<file path="src/rtl/key_cursor_ctrl_pkg.sv">
// Shared constants and types for the keypad cursor controller.
// Key codes, command encodings and FSM state.
package go_pkg;

  localparam int BOARD_SIZE_DEF = 19;

  localparam logic [3:0] KEY_UP    = 4'd1;
  localparam logic [3:0] KEY_DOWN  = 4'd9;
  localparam logic [3:0] KEY_LEFT  = 4'd4;
  localparam logic [3:0] KEY_RIGHT = 4'd6;
  localparam logic [3:0] KEY_PLACE = 4'd5;
  localparam logic [3:0] KEY_PASS  = 4'd12;
  localparam logic [3:0] KEY_UNDO  = 4'd15;

  localparam logic [1:0] CMD_NONE  = 2'b00;
  localparam logic [1:0] CMD_PLACE = 2'b01;
  localparam logic [1:0] CMD_PASS  = 2'b10;
  localparam logic [1:0] CMD_UNDO  = 2'b11;

  typedef enum logic [1:0] {
    S_IDLE,
    S_ACK,
    S_EXEC,
    S_ISSUE
  } state_t;

  typedef enum logic [1:0] {
    DIR_NONE,
    DIR_DEC,
    DIR_INC
  } dir_t;

endpackage

</file>
<file path="src/rtl/key_cursor_ctrl_if.sv">
// Key-event and command handshakes of the cursor controller.
// master = controller side, slave = scanner / game-logic side.
interface key_cursor_ctrl_if;
  logic [3:0] pressed_index;
  logic       key_valid;
  logic       key_received;
  logic       cmd_valid;
  logic [1:0] cmd_type;
  logic [4:0] cmd_x;
  logic [4:0] cmd_y;
  logic       cmd_ready;

  modport master (
    input  pressed_index, key_valid, cmd_ready,
    output key_received, cmd_valid, cmd_type, cmd_x, cmd_y
  );

  modport slave (
    output pressed_index, key_valid, cmd_ready,
    input  key_received, cmd_valid, cmd_type, cmd_x, cmd_y
  );
endinterface

</file>
<file path="src/rtl/key_cursor_ctrl_step.sv">
// One-axis cursor step with wrap or clamp at the board edges.
// Result is always inside 0..BOARD_SIZE-1.
module cursor_step
  import go_pkg::*;
#(
  parameter int BOARD_SIZE = BOARD_SIZE_DEF,
  parameter bit WRAP       = 1'b1
) (
  input  logic [4:0] value,
  input  dir_t       dir,
  output logic [4:0] next,
  output logic       changed
);

  localparam logic [4:0] MAX = 5'(BOARD_SIZE - 1);

  always_comb begin
    next = value;
    unique case (dir)
      DIR_DEC: begin
        if (value == 5'd0)
          next = WRAP ? MAX : 5'd0;
        else
          next = value - 5'd1;
      end
      DIR_INC: begin
        if (value >= MAX)
          next = WRAP ? 5'd0 : MAX;
        else
          next = value + 5'd1;
      end
      default: next = value;
    endcase
    changed = (next != value);
  end

endmodule

</file>
<file path="src/rtl/key_cursor_ctrl.sv">
// Decodes keypad events into cursor moves and game commands.
// Commands leave over a valid/ready handshake carrying the cursor.
module key_cursor_ctrl
  import go_pkg::*;
#(
  parameter int BOARD_SIZE = BOARD_SIZE_DEF,
  parameter bit WRAP       = 1'b1,
  parameter int CUR_INIT   = 9
) (
  input  logic       clk,
  input  logic       rst,
  input  logic       en,
  key_cursor_ctrl_if.master bus,
  output logic [4:0] cursor_x,
  output logic [4:0] cursor_y,
  output logic       cursor_moved,
  output logic       bad_key
);

  state_t     state, state_n;
  logic [3:0] key_r, key_n;
  logic [4:0] cx_n, cy_n;
  logic       moved_n, bad_n, ack_r, ack_n;
  logic       cv_r, cv_n;
  logic [1:0] ct_r, ct_n;
  logic [4:0] cmx_r, cmx_n, cmy_r, cmy_n;

  dir_t       dir_x, dir_y;
  logic       is_cmd, unmapped;
  logic [1:0] cmd_code;
  logic [4:0] nx, ny;
  logic       chx, chy;

  always_comb begin
    dir_x    = DIR_NONE;
    dir_y    = DIR_NONE;
    is_cmd   = 1'b0;
    unmapped = 1'b0;
    cmd_code = CMD_NONE;
    unique case (1'b1)
      key_r == KEY_UP:    dir_y = DIR_DEC;
      key_r == KEY_DOWN:  dir_y = DIR_INC;
      key_r == KEY_LEFT:  dir_x = DIR_DEC;
      key_r == KEY_RIGHT: dir_x = DIR_INC;
      key_r == KEY_PLACE: begin
        is_cmd   = 1'b1;
        cmd_code = CMD_PLACE;
      end
      key_r == KEY_PASS: begin
        is_cmd   = 1'b1;
        cmd_code = CMD_PASS;
      end
      key_r == KEY_UNDO: begin
        is_cmd   = 1'b1;
        cmd_code = CMD_UNDO;
      end
      default: unmapped = 1'b1;
    endcase
  end

  cursor_step #(.BOARD_SIZE(BOARD_SIZE), .WRAP(WRAP)) u_step_x (
    .value   (cursor_x),
    .dir     (dir_x),
    .next    (nx),
    .changed (chx)
  );

  cursor_step #(.BOARD_SIZE(BOARD_SIZE), .WRAP(WRAP)) u_step_y (
    .value   (cursor_y),
    .dir     (dir_y),
    .next    (ny),
    .changed (chy)
  );

  always_comb begin
    state_n = state;
    key_n   = key_r;
    cx_n    = cursor_x;
    cy_n    = cursor_y;
    moved_n = 1'b0;
    bad_n   = 1'b0;
    ack_n   = 1'b0;
    cv_n    = cv_r;
    ct_n    = ct_r;
    cmx_n   = cmx_r;
    cmy_n   = cmy_r;
    unique case (state)
      S_IDLE: begin
        if (bus.key_valid) begin
          key_n   = bus.pressed_index;
          ack_n   = 1'b1;
          state_n = S_ACK;
        end
      end
      S_ACK: state_n = S_EXEC;
      S_EXEC: begin
        state_n = S_IDLE;
        if (unmapped) begin
          bad_n = 1'b1;
        end else if (en && is_cmd) begin
          cv_n    = 1'b1;
          ct_n    = cmd_code;
          cmx_n   = cursor_x;
          cmy_n   = cursor_y;
          state_n = S_ISSUE;
        end else if (en) begin
          cx_n    = nx;
          cy_n    = ny;
          moved_n = chx | chy;
        end
      end
      S_ISSUE: begin
        if (bus.cmd_ready) begin
          cv_n    = 1'b0;
          state_n = S_IDLE;
        end
      end
      default: state_n = S_IDLE;
    endcase
  end

  always_ff @(posedge clk) begin
    if (rst) begin
      state        <= S_IDLE;
      key_r        <= 4'd0;
      cursor_x     <= 5'(CUR_INIT);
      cursor_y     <= 5'(CUR_INIT);
      cursor_moved <= 1'b0;
      bad_key      <= 1'b0;
      ack_r        <= 1'b0;
      cv_r         <= 1'b0;
      ct_r         <= CMD_NONE;
      cmx_r        <= 5'd0;
      cmy_r        <= 5'd0;
    end else begin
      state        <= state_n;
      key_r        <= key_n;
      cursor_x     <= cx_n;
      cursor_y     <= cy_n;
      cursor_moved <= moved_n;
      bad_key      <= bad_n;
      ack_r        <= ack_n;
      cv_r         <= cv_n;
      ct_r         <= ct_n;
      cmx_r        <= cmx_n;
      cmy_r        <= cmy_n;
    end
  end

  assign bus.key_received = ack_r;
  assign bus.cmd_valid    = cv_r;
  assign bus.cmd_type     = ct_r;
  assign bus.cmd_x        = cmx_r;
  assign bus.cmd_y        = cmy_r;

endmodule
</file>
<file path="src/flat_wrapper.sv">
// flat-port wrapper written by rule: the top's interface ports become plain ports
module key_cursor_ctrl_flat import go_pkg::*;
#(
  parameter int BOARD_SIZE = BOARD_SIZE_DEF,
  parameter bit WRAP       = 1'b1,
  parameter int CUR_INIT   = 9
)
  (clk, rst, en, cursor_x, cursor_y, cursor_moved, bad_key, bus_pressed_index, bus_key_valid, bus_cmd_ready, bus_key_received, bus_cmd_valid, bus_cmd_type, bus_cmd_x, bus_cmd_y);
  key_cursor_ctrl_if bus_i ();
  input  logic clk;
  input  logic rst;
  input  logic en;
  output logic [4:0] cursor_x;
  output logic [4:0] cursor_y;
  output logic cursor_moved;
  output logic bad_key;
  input wire logic [$bits(bus_i.pressed_index)-1:0] bus_pressed_index;
  input wire logic [$bits(bus_i.key_valid)-1:0] bus_key_valid;
  input wire logic [$bits(bus_i.cmd_ready)-1:0] bus_cmd_ready;
  output wire logic [$bits(bus_i.key_received)-1:0] bus_key_received;
  output wire logic [$bits(bus_i.cmd_valid)-1:0] bus_cmd_valid;
  output wire logic [$bits(bus_i.cmd_type)-1:0] bus_cmd_type;
  output wire logic [$bits(bus_i.cmd_x)-1:0] bus_cmd_x;
  output wire logic [$bits(bus_i.cmd_y)-1:0] bus_cmd_y;
  assign bus_i.pressed_index = bus_pressed_index;
  assign bus_i.key_valid = bus_key_valid;
  assign bus_i.cmd_ready = bus_cmd_ready;
  assign bus_key_received = bus_i.key_received;
  assign bus_cmd_valid = bus_i.cmd_valid;
  assign bus_cmd_type = bus_i.cmd_type;
  assign bus_cmd_x = bus_i.cmd_x;
  assign bus_cmd_y = bus_i.cmd_y;
  key_cursor_ctrl #(.BOARD_SIZE(BOARD_SIZE), .WRAP(WRAP), .CUR_INIT(CUR_INIT)) u_core (.clk(clk), .rst(rst), .en(en), .bus(bus_i), .cursor_x(cursor_x), .cursor_y(cursor_y), .cursor_moved(cursor_moved), .bad_key(bad_key));
endmodule
</file>
<file path="config.mk">
export PLATFORM = sky130hd
export DESIGN_NAME = key_cursor_ctrl_flat
export DESIGN_NICKNAME = d
export VERILOG_FILES = /design/src/rtl/key_cursor_ctrl_pkg.sv /design/src/rtl/key_cursor_ctrl_if.sv /design/src/rtl/key_cursor_ctrl_step.sv /design/src/rtl/key_cursor_ctrl.sv /design/src/flat_wrapper.sv
export SDC_FILE = /design/constraint.sdc
export NUM_CORES = 1
export LEC_CHECK = 0
export CORE_ASPECT_RATIO = 1.2
export CORE_MARGIN = 2
export CORE_UTILIZATION = 53
export CTS_BUF_LIST = sky130_fd_sc_hd__clkbuf_8
export CTS_CLUSTER_DIAMETER = 60
export DETAILED_ROUTE_END_ITERATION = 8
export GPL_TIMING_DRIVEN = 0
export PLACE_DENSITY = 0.82
export SYNTH_ARGS = -nofsm -noshare
export SYNTH_HDL_FRONTEND = slang
export SYNTH_SLANG_ARGS = --single-unit
</file>
<file path="constraint.sdc">
create_clock -name clk -period 2.9 [get_ports clk]
set_input_delay 0.58 -clock clk [delete_from_list [all_inputs] [get_ports clk]]
set_output_delay 0.58 -clock clk [all_outputs]
set_load 0.1 [all_outputs]
</file>
* Word level (Yosys, flattened, before mapping) *
Cells that the tools add are included.

operators by class
  bitwise logic cells = 6
  muxes and demuxes = 21
  eq/ne operators = 20
  add/sub/neg operators = 4
  order comparisons = 2
  reduce and logical (&&, ||, !) cells = 15

operators with widths
  cell                                                      number
  two-way mux 5 bit                                         4
  case mux 5 bit (2 select lines)                           2
  equality test 4 x 3 -> 1 bit, second input constant       3
  equality test 4 bit, second input constant                3
  adder 5 x 1 -> 5 bit, second input constant               2
  greater-or-equal comparator 5 bit, second input constant  2
  zero test 5 bit                                           2
  inequality test 5 bit                                     2
  subtractor 5 x 1 -> 5 bit, second input constant          2
  equality test 2 bit, second input constant                4
  two-way mux 2 bit                                         4
  case mux 2 bit (2 select lines)                           2
  case mux 2 bit (4 select lines)                           1
  AND reduction 4 bit                                       2
  OR reduction 7 bit                                        1
  equality test 2 x 1 -> 1 bit, second input constant       3
  two-way mux 1 bit                                         6
  inequality test 2 bit, second input constant              3
  case mux 2 bit (3 select lines)                           1
  NOT 1 bit                                                 5
  OR reduction 5 bit                                        1
  equality test 4 x 1 -> 1 bit, second input constant       1
  AND reduction 2 bit                                       2
  OR reduction 2 bit                                        2
  other kinds (8)                                           8

storage, ports and cells
  register bits after elaboration = 32
  logic and storage cells = 79
  output and inout port bits = 26
  bits of input ports = 9

* Longest topological paths before layout *
  depth after elaboration = 7
  mapped depth = 11
  mapped depth without buffers = 9

* Hierarchy *
Synthesis repeated with hierarchy kept, for this count alone.

unflattened totals
  cell total of the unflattened synthesis = 284
  area, all modules = 2284.7 um^2

by module, submodules not included
  module                          seq. area each (um^2)  area an instance (um^2)  cells each  times used
  key_cursor_ctrl                 640.6                  1298.7                   149         1
  cursor_step at u_core.u_step_x  0.0                    514.2                    68          1
  cursor_step at u_core.u_step_y  0.0                    471.7                    67          1

* Worst setup path before layout *
No wires, ideal clock.

  path kind = reg-to-reg
  start = reg u_core.cursor_x[0]
  end = reg u_core.cursor_x[4]
  setup slack = 0.202 ns
  buffers on the path = 0
  stages on the path, launching flop included = 7
  setup time = 0.088 ns
  data arrival time = 2.610 ns
  data required time = 2.812 ns
  cell sequence = dfxtp_1 -> inv_1 -> ha_1 -> nor4_4 -> nor3_1 -> or4b_1 -> a311oi_2

between the ends
  word-level cells in the longest chain between the ends = 3

ends and longest elaborated chain
  what                                          line                                                    text
  start: declaration                            key_cursor_ctrl.sv:14                                   output logic [4:0] cursor_x,
  start signal: assignment                      key_cursor_ctrl.sv:126                                  cursor_x <= 5'(CUR_INIT);
  start signal: assignment                      key_cursor_ctrl.sv:138                                  cursor_x <= cx_n;
  adder 5 x 1 -> 5 bit (tied with other cells)  key_cursor_ctrl_step.sv:30                              next = value + 5'd1;
  two-way mux 5 bit, on equally long branches   key_cursor_ctrl_step.sv:27, key_cursor_ctrl_step.sv:21
  case mux 5 bit (2 select lines) *             key_cursor_ctrl_step.sv:19                              unique case (dir)

Every way passes the cells marked *; elsewhere a longest branch is shown, timed or not.
A chain may end at the register's enable or synchronous reset.

* Worst setup path after layout *
  start = reg u_core.cursor_y[1]
  end = out cursor_y[1]

RTL lines
  what                      line                    text
  start: declaration        key_cursor_ctrl.sv:15   output logic [4:0] cursor_y,
  start signal: assignment  key_cursor_ctrl.sv:127  cursor_y <= 5'(CUR_INIT);
  start signal: assignment  key_cursor_ctrl.sv:139  cursor_y <= cy_n;
  end: declaration          flat_wrapper.sv:14      output logic [4:0] cursor_y;

No word-level cell between the ends.

==> flow_metrics.env <==
export IMPL_wire_per_inst_um=15.0
export IMPL_power_total_w=0.00100
export IMPL_hold_viol=0
export IMPL_cts_num_sinks=32
export IMPL_skew_ps=10.8
export IMPL_p_per_area_nw_per_um2=378
export IMPL_grt_overflow_total=0
export IMPL_fp_coreArea_um2=3910
export IMPL_top_usage_layer="met2"
export IMPL_antenna_found_initial=0
export IMPL_ys_seq_area_share_pct=30.0
export IMPL_rows=25
export IMPL_h_tree_depth=2
export IMPL_dp_cells=342
export IMPL_fin_cells=350
export IMPL_globalplace_congestion=0.894
export IMPL_fin_nets=316
export IMPL_start_util_pct=54.6
export IMPL_startpoint_type="flip-flop"
export IMPL_io_pins=35
export IMPL_via_per_inst=5.98
export IMPL_worstMarginPinSlew_ps=993
export IMPL_worst_path_stages=1
export IMPL_cts_buffers=5
export IMPL_power_leakage_nw=0.900
export IMPL_max_vdd_ir_drop_mv=0.326
export IMPL_dp_slack_ps=426
export IMPL_path_clk_slew_ps=80
export IMPL_use_met3_pct=6.51
export IMPL_cts_resized=0
export IMPL_grt_util_all_layers_pct=25.0
export IMPL_relSlewSlack_pct=33.6
export IMPL_die_area_um2=4560
export IMPL_crit_family="buffers and inverters"
export IMPL_cts_buffer_depth=2
export IMPL_cts_hold_buf=0
export IMPL_cts_root_buffer="clkbuf_8"
export IMPL_crit_slowest_cell="clkdlybuf4s50_1"
export IMPL_rsz0062_at_grt="no"
export IMPL_area_growth_synth_to_final_pct=24.5
export IMPL_reg2reg_slack_ps=400
export IMPL_dp_hpwl_mm=3.75
export IMPL_postRouteAntennaNets=0
export IMPL_yosys_register_bits=32
export IMPL_crit_required_ps=2320
export IMPL_critPathKind="flip-flop to primary output"
export IMPL_crit_path_end_kind="primary output"
export IMPL_reg2reg_from="u_core.key_r[0]$_SDFFE_PP0P_"
export IMPL_max_freq_ghz=0.380
export IMPL_syn_nets=275
export IMPL_finalWorstSetupSlack_ps=270
export IMPL_drt_first_pass_iters=5
export IMPL_netlist_area_um2=2140
export IMPL_ys_types=60
export IMPL_synth_edf_count=0
export IMPL_dieWidth_um=62.0
export IMPL_postCtsSetupBuffers=0
export IMPL_drive_gt1_share_pct=9.80
export IMPL_status="completed"
export IMPL_clk_latency_ps=300
export IMPL_fillers=319
export IMPL_use_met2_pct=37.5
export IMPL_grt_pass1_wl_mm=8.62
export IMPL_min_period_ps=2630
export IMPL_grt_max_degree=13
export IMPL_drcViolationCount=0
export IMPL_reg2regPathDepth=9
export IMPL_setup_viol=0
export IMPL_crit_end="cursor_y[1]"
export IMPL_maxCapViolations=0
export IMPL_critical_path_startpoint="u_core.cursor_y[1]$_SDFFE_PP0P_"
export IMPL_grtUsageMet1_pct=33.3
export IMPL_async_reset_ff_share_pct=0
export IMPL_fin_util_pct=68.0
export IMPL_tritoncts="yes"
export IMPL_wl_mm=5.26
export IMPL_avgSynthCellArea_um2=8.41
export IMPL_vias=2092
export IMPL_crit_chain="clkdlybuf4s50_1"
export IMPL_layout_commonest_cell="nor2_1"
export IMPL_worst_ep_arrival_time_ps=2050
export IMPL_tns_ps=0
export IMPL_hold_path_class="flip-flop to flip-flop"
export IMPL_drt_iter0_drc=154
export IMPL_syn_inst=254
export IMPL_critPathMaxFanout=10
export IMPL_reg2reg_to="u_core.cursor_moved$_SDFF_PP0_"
export IMPL_max_stage_delay_ps=1210
export IMPL_finalCritPeriodShare_pct=90.7
export IMPL_die_y_um=73.5
export IMPL_ys_flop_type="dfxtp_1"
export IMPL_num_antenna_cells=0
export IMPL_io_buffer_count=34
export IMPL_layout_common_cells="35 x nor2_1, 34 x clkdlybuf4s50_1, 32 x dfxtp_1"
export IMPL_slew_viol_final=0
export IMPL_grt_pass1_vias=1879
export IMPL_yosys_warnings=0
export IMPL_worst_path_buf_inv=1
metrics by stage:
step                instance area (µm²)  hold slack (ps)
detailed placement                 2540              476
finish                             2660              492
global placement                   2540              473
global route                       2660              527
floorplan                          2140              499
CTS                                2660              489
Yosys cell counts, drive strengths merged, types with 3 or more instances:
master | count | share of area (%)
nor2 | 36 | 6.7
a21oi | 15 | 3.5
ha | 12 | 7.0
a31oi | 4 | 1.2
o211ai | 5 | 1.8
nand2 | 8 | 1.4
clkbuf | 8 | 1.9
o2111ai | 3 | 1.2
inv | 14 | 2.5
nor3b | 5 | 2.0
a211oi | 4 | 1.4
nor2b | 6 | 1.8
o21bai | 3 | 1.1
nand3 | 8 | 2.1
or3 | 3 | 0.88
and2 | 3 | 0.88
dfxtp | 32 | 30
mux2i | 12 | 5.6
a311oi | 3 | 1.5
o21ai | 14 | 3.5
nand2b | 5 | 1.5
o41ai | 3 | 2.5
buf | 8 | 3.2
nor3 | 6 | 1.4
how the worst min path moves through the flow:
| stage | startpoint | to | slack, ps | cells past startpoint |
|---|---|---|---|---|
| finish | u_core.bus.cmd_type[1]$_SDFFE_PP0P_ | u_core.bus.cmd_type[1]$_SDFFE_PP0P_ | 490 | 2 |
| global route | u_core.bus.cmd_type[1]$_SDFFE_PP0P_ | u_core.bus.cmd_type[1]$_SDFFE_PP0P_ | 530 | 2 |
| CTS | u_core.bus.cmd_type[1]$_SDFFE_PP0P_ | u_core.bus.cmd_type[1]$_SDFFE_PP0P_ | 490 | 2 |
| detailed placement | u_core.bus.cmd_type[1]$_SDFFE_PP0P_ | u_core.bus.cmd_type[1]$_SDFFE_PP0P_ | 480 | 2 |
| global placement | u_core.bus.cmd_type[1]$_SDFFE_PP0P_ | u_core.bus.cmd_type[1]$_SDFFE_PP0P_ | 470 | 2 |
| floorplan | u_core.state[0]$_SDFFE_PP0P_ | u_core.bad_key$_SDFF_PP0_ | 500 | 1 |
power breakdown:
part | switching, W | internal (W) | total [W] | leakage (nW)
clock | 0.000193 | 0.000259 | 0.000452 | 0.0548
sequential | 0.00000682 | 0.000446 | 0.000453 | 0.259
combinational | 0.0000604 | 0.0000399 | 0.000100 | 0.586
routing by layer:
| layer | vias to the layer above | wire, µm |
|---|---|---|
| met4 | 0 | 86 |
| met1 | 957 | 2280 |
| met5 | - | 0 |
| met3 | 14 | 329 |
| met2 | 102 | 2560 |
| li1 | 1019 | - |
worst min-delay path, stage by stage, from the launching register on:
cell and delay (ps):
dfxtp_1 320, o21ai_0 70, a21oi_1 60
cell families after synthesis:
logic type | count (synthesis) | synth area share, %
buffers and inverters | 30 | 7.56
muxes | 12 | 5.62
and+or+nand+nor | 97 | 25.5
adders and majority gates | 12 | 7.03
xor gates and xnor gates | 2 | 0.820
AOI/OAI and AO/OA | 69 | 23.5
DFF | 32 | 30.0
final cells by class:
class                   instances  area [µm²]  area share, %
clock inverters                 3        46.3           1.74
multi-input cells             192        1330           50.2
clock buffers                   5        68.8           2.59
plain buffers                  16         109           4.09
well taps                      54        67.6           2.54
repair buffers                 34         340           12.8
flip-flops and latches         32         641           24.1
inverters                      14        52.6           1.98
state kept, by name, indices dropped and copies added, names as in the netlist, 2 cells and up:
| signal | cells |
|---|---|
| u_core.key_r | 4 |
| u_core.cursor_y | 5 |
| u_core.bus.cmd_y | 5 |
| u_core.bus.cmd_type | 2 |
| u_core.state | 2 |
| u_core.cursor_x | 5 |
| u_core.bus.cmd_x | 5 |
(Power assumes the default switching activity.)
